## src/rtl/seg_scan_ctrl.sv

```systemverilog
// rtl/seg_scan_ctrl.sv - multiplexed common-anode 7-segment scan controller
//
// Register-mapped scan controller. Holds per-digit hex values, decimal points
// and a blank mask, and time-shares the 8-bit segment bus across NUM_DIG
// digits. Each digit slot is 16 sub-ticks of PRE_DIV clocks; the digit is lit
// for the first `duty` sub-ticks of its slot.
//
// Build option: define SEG_SCAN_HEX_EN to decode nibbles A-F as hex glyphs;
// without it those nibbles blank the segments (dp is still driven).
//
// Ports:
//   clk, rstn          clock, asynchronous active-low reset
//   wr, waddr, wdata   register write strobe, byte address, data
//   rd, raddr, rdata   register read strobe, byte address, registered data
//   seg_pin[7:0]       segments a-g in bits 0-6, dp in bit 7 (active-high)
//   dig_pin[NUM_DIG]   digit enables (active-low)

module seg_scan_ctrl #(
    parameter int          NUM_DIG = 4,
    parameter int          PRE_DIV = 3125,
    parameter logic [31:0] HW_VER  = 32'h02
) (
    input  logic               clk,
    input  logic               rstn,
    input  logic               wr,
    input  logic [31:0]        waddr,
    input  logic [31:0]        wdata,
    input  logic               rd,
    input  logic [31:0]        raddr,
    output logic [31:0]        rdata,
    output logic [7:0]         seg_pin,
    output logic [NUM_DIG-1:0] dig_pin
);

    localparam int PW = $clog2(PRE_DIV);
    localparam int DW = 4 * NUM_DIG;

    localparam logic [31:0] ADDR_VER   = 32'h00;
    localparam logic [31:0] ADDR_CTRL  = 32'h04;
    localparam logic [31:0] ADDR_DATA  = 32'h08;
    localparam logic [31:0] ADDR_DP    = 32'h0C;
    localparam logic [31:0] ADDR_BLANK = 32'h10;
    localparam logic [31:0] ADDR_STAT  = 32'h14;

    typedef enum logic {
        IDLE = 1'b0,
        SCAN = 1'b1
    } state_t;

    state_t             state_q, state_d;

    logic               en_q, en_d;
    logic [3:0]         duty_q, duty_d;
    logic [DW-1:0]      data_q, data_d;
    logic [NUM_DIG-1:0] dp_q, dp_d;
    logic [NUM_DIG-1:0] blank_q, blank_d;

    // Frame-stable copies that actually drive the display.
    logic [DW-1:0]      data_sh_q, data_sh_d;
    logic [NUM_DIG-1:0] dp_sh_q, dp_sh_d;
    logic [NUM_DIG-1:0] blank_sh_q, blank_sh_d;

    logic [PW-1:0]      pre_q, pre_d;
    logic [3:0]         sub_q, sub_d;
    logic [2:0]         dig_q, dig_d;
    logic [15:0]        frame_q, frame_d;

    logic [31:0]        rdata_q, rdata_d;
    logic [7:0]         seg_pin_q, seg_pin_d;
    logic [NUM_DIG-1:0] dig_pin_q, dig_pin_d;

    logic               pre_last;
    logic               sub_last;
    logic               dig_last;

    logic [31:0]        rd_val;
    logic [31:0]        data_ext;
    logic [7:0]         dp_ext;
    logic [7:0]         blank_ext;
    logic [7:0]         dig_ext;
    logic [3:0]         cur_nib;
    logic               lit;

    logic               unused_wdata;
    assign unused_wdata = ^wdata;

    function automatic logic [6:0] seg_decode(input logic [3:0] nib);
        logic [6:0] s;
        case (nib)
            4'h0: s = 7'h3F;
            4'h1: s = 7'h06;
            4'h2: s = 7'h5B;
            4'h3: s = 7'h4F;
            4'h4: s = 7'h66;
            4'h5: s = 7'h6D;
            4'h6: s = 7'h7D;
            4'h7: s = 7'h07;
            4'h8: s = 7'h7F;
            4'h9: s = 7'h6F;
`ifdef SEG_SCAN_HEX_EN
            4'hA: s = 7'h77;
            4'hB: s = 7'h7C;
            4'hC: s = 7'h39;
            4'hD: s = 7'h5E;
            4'hE: s = 7'h79;
            4'hF: s = 7'h71;
`endif
            default: s = 7'h00;
        endcase
        return s;
    endfunction

    // Register writes.
    always_comb begin
        en_d    = en_q;
        duty_d  = duty_q;
        data_d  = data_q;
        dp_d    = dp_q;
        blank_d = blank_q;
        if (wr) begin
            case (waddr)
                ADDR_CTRL: begin
                    en_d   = wdata[0];
                    duty_d = wdata[7:4];
                end
                ADDR_DATA:  data_d  = wdata[DW-1:0];
                ADDR_DP:    dp_d    = wdata[NUM_DIG-1:0];
                ADDR_BLANK: blank_d = wdata[NUM_DIG-1:0];
                default: ;
            endcase
        end
    end

    // Register reads sample the pre-write values, so a same-cycle write and
    // read of one address returns the old contents.
    always_comb begin
        rd_val = 32'h0;
        case (raddr)
            ADDR_VER:   rd_val = HW_VER;
            ADDR_CTRL:  rd_val = {24'h0, duty_q, 3'b000, en_q};
            ADDR_DATA:  rd_val = 32'(data_q);
            ADDR_DP:    rd_val = 32'(dp_q);
            ADDR_BLANK: rd_val = 32'(blank_q);
            ADDR_STAT:  rd_val = {frame_q, 7'h0, (state_q == SCAN), 5'h0, dig_q};
            default:    rd_val = 32'h0;
        endcase
        rdata_d = rd ? rd_val : rdata_q;
    end

    assign pre_last = (pre_q == PW'(PRE_DIV - 1));
    assign sub_last = (sub_q == 4'hF);
    assign dig_last = (dig_q == 3'(NUM_DIG - 1));

    // Scan state machine and counters.
    always_comb begin
        state_d    = state_q;
        pre_d      = pre_q;
        sub_d      = sub_q;
        dig_d      = dig_q;
        frame_d    = frame_q;
        data_sh_d  = data_sh_q;
        dp_sh_d    = dp_sh_q;
        blank_sh_d = blank_sh_q;
        case (state_q)
            IDLE: begin
                if (en_q) begin
                    state_d    = SCAN;
                    pre_d      = '0;
                    sub_d      = 4'h0;
                    dig_d      = 3'h0;
                    data_sh_d  = data_q;
                    dp_sh_d    = dp_q;
                    blank_sh_d = blank_q;
                end
            end
            SCAN: begin
                if (!en_q) begin
                    state_d = IDLE;
                    pre_d   = '0;
                    sub_d   = 4'h0;
                    dig_d   = 3'h0;
                end else if (!pre_last) begin
                    pre_d = pre_q + 1'b1;
                end else begin
                    pre_d = '0;
                    if (!sub_last) begin
                        sub_d = sub_q + 4'h1;
                    end else begin
                        sub_d = 4'h0;
                        if (!dig_last) begin
                            dig_d = dig_q + 3'h1;
                        end else begin
                            // Frame boundary: pick up the latest register
                            // contents so a frame is never shown half-updated.
                            dig_d      = 3'h0;
                            frame_d    = frame_q + 16'h1;
                            data_sh_d  = data_q;
                            dp_sh_d    = dp_q;
                            blank_sh_d = blank_q;
                        end
                    end
                end
            end
            default: state_d = IDLE;
        endcase
    end

    // Pin drive. Vectors are widened to the 8-digit maximum so the 3-bit
    // digit counter can index them directly for any NUM_DIG.
    always_comb begin
        data_ext  = 32'(data_sh_q);
        dp_ext    = 8'(dp_sh_q);
        blank_ext = 8'(blank_sh_q);
        cur_nib   = data_ext[{dig_q, 2'b00} +: 4];
        // duty is taken live; sub never exceeds 15, so duty=15 still leaves
        // one dark sub-tick per slot.
        lit       = (state_q == SCAN) && (sub_q < duty_q) && !blank_ext[dig_q];
        dig_ext   = 8'hFF;
        seg_pin_d = 8'h00;
        if (lit) begin
            dig_ext[dig_q] = 1'b0;
            seg_pin_d      = {dp_ext[dig_q], seg_decode(cur_nib)};
        end
        dig_pin_d = dig_ext[NUM_DIG-1:0];
    end

    always_ff @(posedge clk or negedge rstn) begin
        if (!rstn) begin
            state_q    <= IDLE;
            en_q       <= 1'b0;
            duty_q     <= 4'h0;
            data_q     <= '0;
            dp_q       <= '0;
            blank_q    <= '0;
            data_sh_q  <= '0;
            dp_sh_q    <= '0;
            blank_sh_q <= '0;
            pre_q      <= '0;
            sub_q      <= 4'h0;
            dig_q      <= 3'h0;
            frame_q    <= 16'h0;
            rdata_q    <= 32'h0;
            seg_pin_q  <= 8'h00;
            dig_pin_q  <= '1;
        end else begin
            state_q    <= state_d;
            en_q       <= en_d;
            duty_q     <= duty_d;
            data_q     <= data_d;
            dp_q       <= dp_d;
            blank_q    <= blank_d;
            data_sh_q  <= data_sh_d;
            dp_sh_q    <= dp_sh_d;
            blank_sh_q <= blank_sh_d;
            pre_q      <= pre_d;
            sub_q      <= sub_d;
            dig_q      <= dig_d;
            frame_q    <= frame_d;
            rdata_q    <= rdata_d;
            seg_pin_q  <= seg_pin_d;
            dig_pin_q  <= dig_pin_d;
        end
    end

    assign rdata   = rdata_q;
    assign seg_pin = seg_pin_q;
    assign dig_pin = dig_pin_q;

endmodule

```

## config.mk

```make
export PLATFORM = sky130hd
export DESIGN_NAME = seg_scan_ctrl
export DESIGN_NICKNAME = d
export VERILOG_FILES = /design/src/rtl/seg_scan_ctrl.sv
export SDC_FILE = /design/constraint.sdc
export NUM_CORES = 1
export LEC_CHECK = 0
export CAP_MARGIN = 25
export CORE_MARGIN = 2
export CORE_UTILIZATION = 40
export DETAILED_ROUTE_END_ITERATION = 12
export PLACE_DENSITY = 0.76
export REMOVE_ABC_BUFFERS = 1
export SETUP_SLACK_MARGIN = 0.02
export SYNTH_ARGS = -nofsm -noshare
export SYNTH_HDL_FRONTEND = slang
export SYNTH_SLANG_ARGS = --single-unit
```

## constraint.sdc

```tcl
create_clock -name clk -period 3.8 [get_ports clk]
set_input_delay 0.76 -clock clk [delete_from_list [all_inputs] [get_ports clk]]
set_output_delay 0.76 -clock clk [all_outputs]
set_load 0.05 [all_outputs]
```

==> impl_metrics.csv <==
group,metric,value,unit
status,outcome,"finished, final reports clean",
global_routing,overflow,0,
finish,layout-drive-gt1-share,13.6,%
global_routing,antenna_found_initial,0,
routing,first_pass_iters,5,
synth,synth_ff_type,"dfrtp_1",
synth,ys_types,69,
global_routing,grt_usage,20.2,%
clock_network,clk_latency,0.43,ns
global_routing,grt_max_degree,89,
clock_network,cts_hold_buf,0,
setup_path,path_max_fanout,1,
clock_network,cts_tree,"yes",
sta,worst_pin_slew,0.638,ns
setup_path,crit_chain,"clkdlybuf4s50_1",
setup_path,cp-end-kind,"primary output",
routing,wl_per_cell,17.5,um
sta,hold_viol,0,
die,core,17200,um^2
setup_path,r2r_start,"dig_q[0]",
setup_path,crit_type,"reg -> out",
synth,avgSynthCellArea,10.5,um^2
placement,dp_cells,993,
die,die_x,136,um
routing,vias_per_cell,5.73,
sta,tns,0,ns
routing,wl_met2,8230,um
job,drv_cap,0,
setup_path,start_kind,"flop",
clock_network,cts_htree_levels,4,
placement,port_buffers,127,
synth,synth-edff-count,0,
synth,ys_warn_count,0,
sta,slew_headroom,57.2,%
clock_network,cts_root_buf,"clkbuf_16",
placement,place_hpwl,12400,um
finish,diodes,0,
routing,met1_length,8110,um
clock_network,cts.path.max_buffers,2,
die,initial_utilization,40.7,%
power,ir_worst_vdd,0.338,mV
routing,vias,5877,
setup_path,cp.arrival,1.75,ns
sta,min_period_over_period,66.0,%
finish,syn2layout_area_growth,30.5,%
sta,fmax,399,MHz
setup_path,rrSetupSlack,1.39,ns
setup_path,critPathRequiredTime,3.04,ns
routing,remaining_drc_errors,0,
sta,drv_slew,0,
clock_network,path_clk_slew,0.06,ns
global_routing,first_global_vias,5691,
setup_path,cp_top_family,"buffers and inverters",
routing,drt_iter0_drc,483,
routing,route.met3.wl,1150,um
power,leakage,3.95,nW
power,power.density,362,nW/um^2
die,die_area,18600,um^2
die,row_count,48,
sta,setup_viol,0,
worst_hold_path,hp-class,"in -> async",
routing,ant_nets,0,
synth,synth_area,7020,um^2
clock_network,cts_resized,0,
die,pin_count,144,
setup_path,reg2reg_to,"seg_pin[3]",
setup_path,slowest_delay,0.80,ns
sta,finalCriticalPeriod,2.51,ns
synth,synth_area_leaders,"dfrtp_1, mux2_2, nand3_1, a22o_1, nand2_1",
finish,final_cells,1025,
die,die_h,136,um
routing,drt_wl_total,17900,um
synth,yosysTopAreaCell,"dfrtp_1",
synth,synth_seq_cells,133,
setup_path,reg2reg_depth,8,
routing,top_layer,"met4",
clock_network,cts_setup_buffers,0,
setup_path,critPathBufInv,1,
synth,syn-instance-count,666,
synth,synth_top_cell_area_share,46.0,%
clock_network,clock_sinks,133,
global_routing,grt_pass1_wl,29200,um
placement,routabilityCongestion,0.846,
synth,synthArstFlopShare,100,%
sta,rsz0062_at_grt,"no",
sta,clock_skew,0.00683,ns
finish,nNetsFinal,900,
synth,seq_area_frac_synth,47.5,%
clock_network,cts_buffers,17,
setup_path,cp_slowest_cell,"clkdlybuf4s50_1",
-- metal layers --
layer	global-route usage [%]	up-vias
li1	-	2791
met1	28.0	2869
met2	30.8	184
met3	3.88	33
met4	8.68	0
met5	0	-
-- cell usage in the layout, fill, tap and decap left out, types with 6 or more instances in the layout --
master,count
clkdlybuf4s50_1,126
xor2_1,9
ha_1,13
nor4_1,20
a22o_1,22
clkbuf_16,17
mux2_2,38
xnor2_1,9
a31oi_1,9
o21ai_0,26
a32o_1,6
nor2_1,21
dfrtp_1,129
nor3_1,15
o2bb2ai_1,11
buf_4,18
mux2i_1,17
nand2_1,48
and3_1,8
inv_1,20
a21oi_1,20
nor3b_1,7
nand4_1,20
nand3_1,43
a211o_1,12
o32ai_1,6
-- synth_stat cells (8+ instances only) --
cell type and instances:
ha_1 13, xnor2_1 9, and3_1 8, inv_1 20, a211o_1 12, dfrtp_1 129, a22o_1 22, xor2_1 9
nand3_1 43, buf_2 9, mux2_2 38, nand2_1 48, nor2_1 21, mux2i_1 17, o21ai_0 26, nand4_1 20
o2bb2ai_1 11, a31oi_1 9, nor4_1 20, clkbuf_1 26, a21oi_1 20, nor3_1 15
-- metrics by stage --
stage	cell area [um^2]	hold WS [ns]	total power, mW	worst slack (ns)	util [%]
after floorplan	6830	0.443	1.46	0.929	-
after global placement	8530	0.461	1.59	0.898	49.5
after detailed placement	8530	0.467	1.59	0.899	49.5
after CTS	9160	0.352	3.34	1.27	53.1
after global routing	9160	0.378	3.43	1.08	53.1
final	9160	0.329	3.32	1.29	53.1
-- flip-flops by register name, summed over array words and instances (netlist names), 4 cells and up --
register    count
pre_q          12
dig_pin         4
frame_q        16
sub_q           4
dp_sh_q         4
seg_pin         8
data_q         16
blank_sh_q      4
duty_q          4
data_sh_q      16
dp_q            4
rdata          32
blank_q         4
-- worst max path at each step --
stage	startpoint	end	cells past startpoint
6_report	dig_pin[0]	dig_pin[0]	1
5_1_grt	rd	rdata[17]	5
4_1_cts	dig_pin[0]	dig_pin[0]	1
3_5_place_dp	rd	rdata[25]	5
3_3_place_gp	raddr[1]	rdata[25]	5
2_1_floorplan	dig_q[0]	data_sh_q[10]	4
-- report_power, final --
| group | switching [mW] | internal (mW) |
|---|---|---|
| sequential | 0.00000000662 | 1.42 |
| clock | 0.620 | 1.13 |
| combinational | 0.0632 | 0.0863 |
-- area by class of cell --
class	count	area (um^2)
flip-flops and latches	133	3330
repair buffers	145	1420
inverters	22	82.6
well taps	225	282
multi-input cells	468	3410
clock buffers	20	457
fillers	1483	8080
clock inverters	12	178
-- cells by family (layout without fill, tap and decap cells) --
group	after synthesis	in the layout	share of synthesized area, %
compound gates	153	153	16.4
xor+xnor	18	18	2.25
fa+ha+maj	13	13	2.32
buf+inv	65	199	3.92
flops	133	133	47.5
mux	59	59	9.81
simple gates	225	225	17.8
No activity file was read; power rests on OpenSTA's default activity.
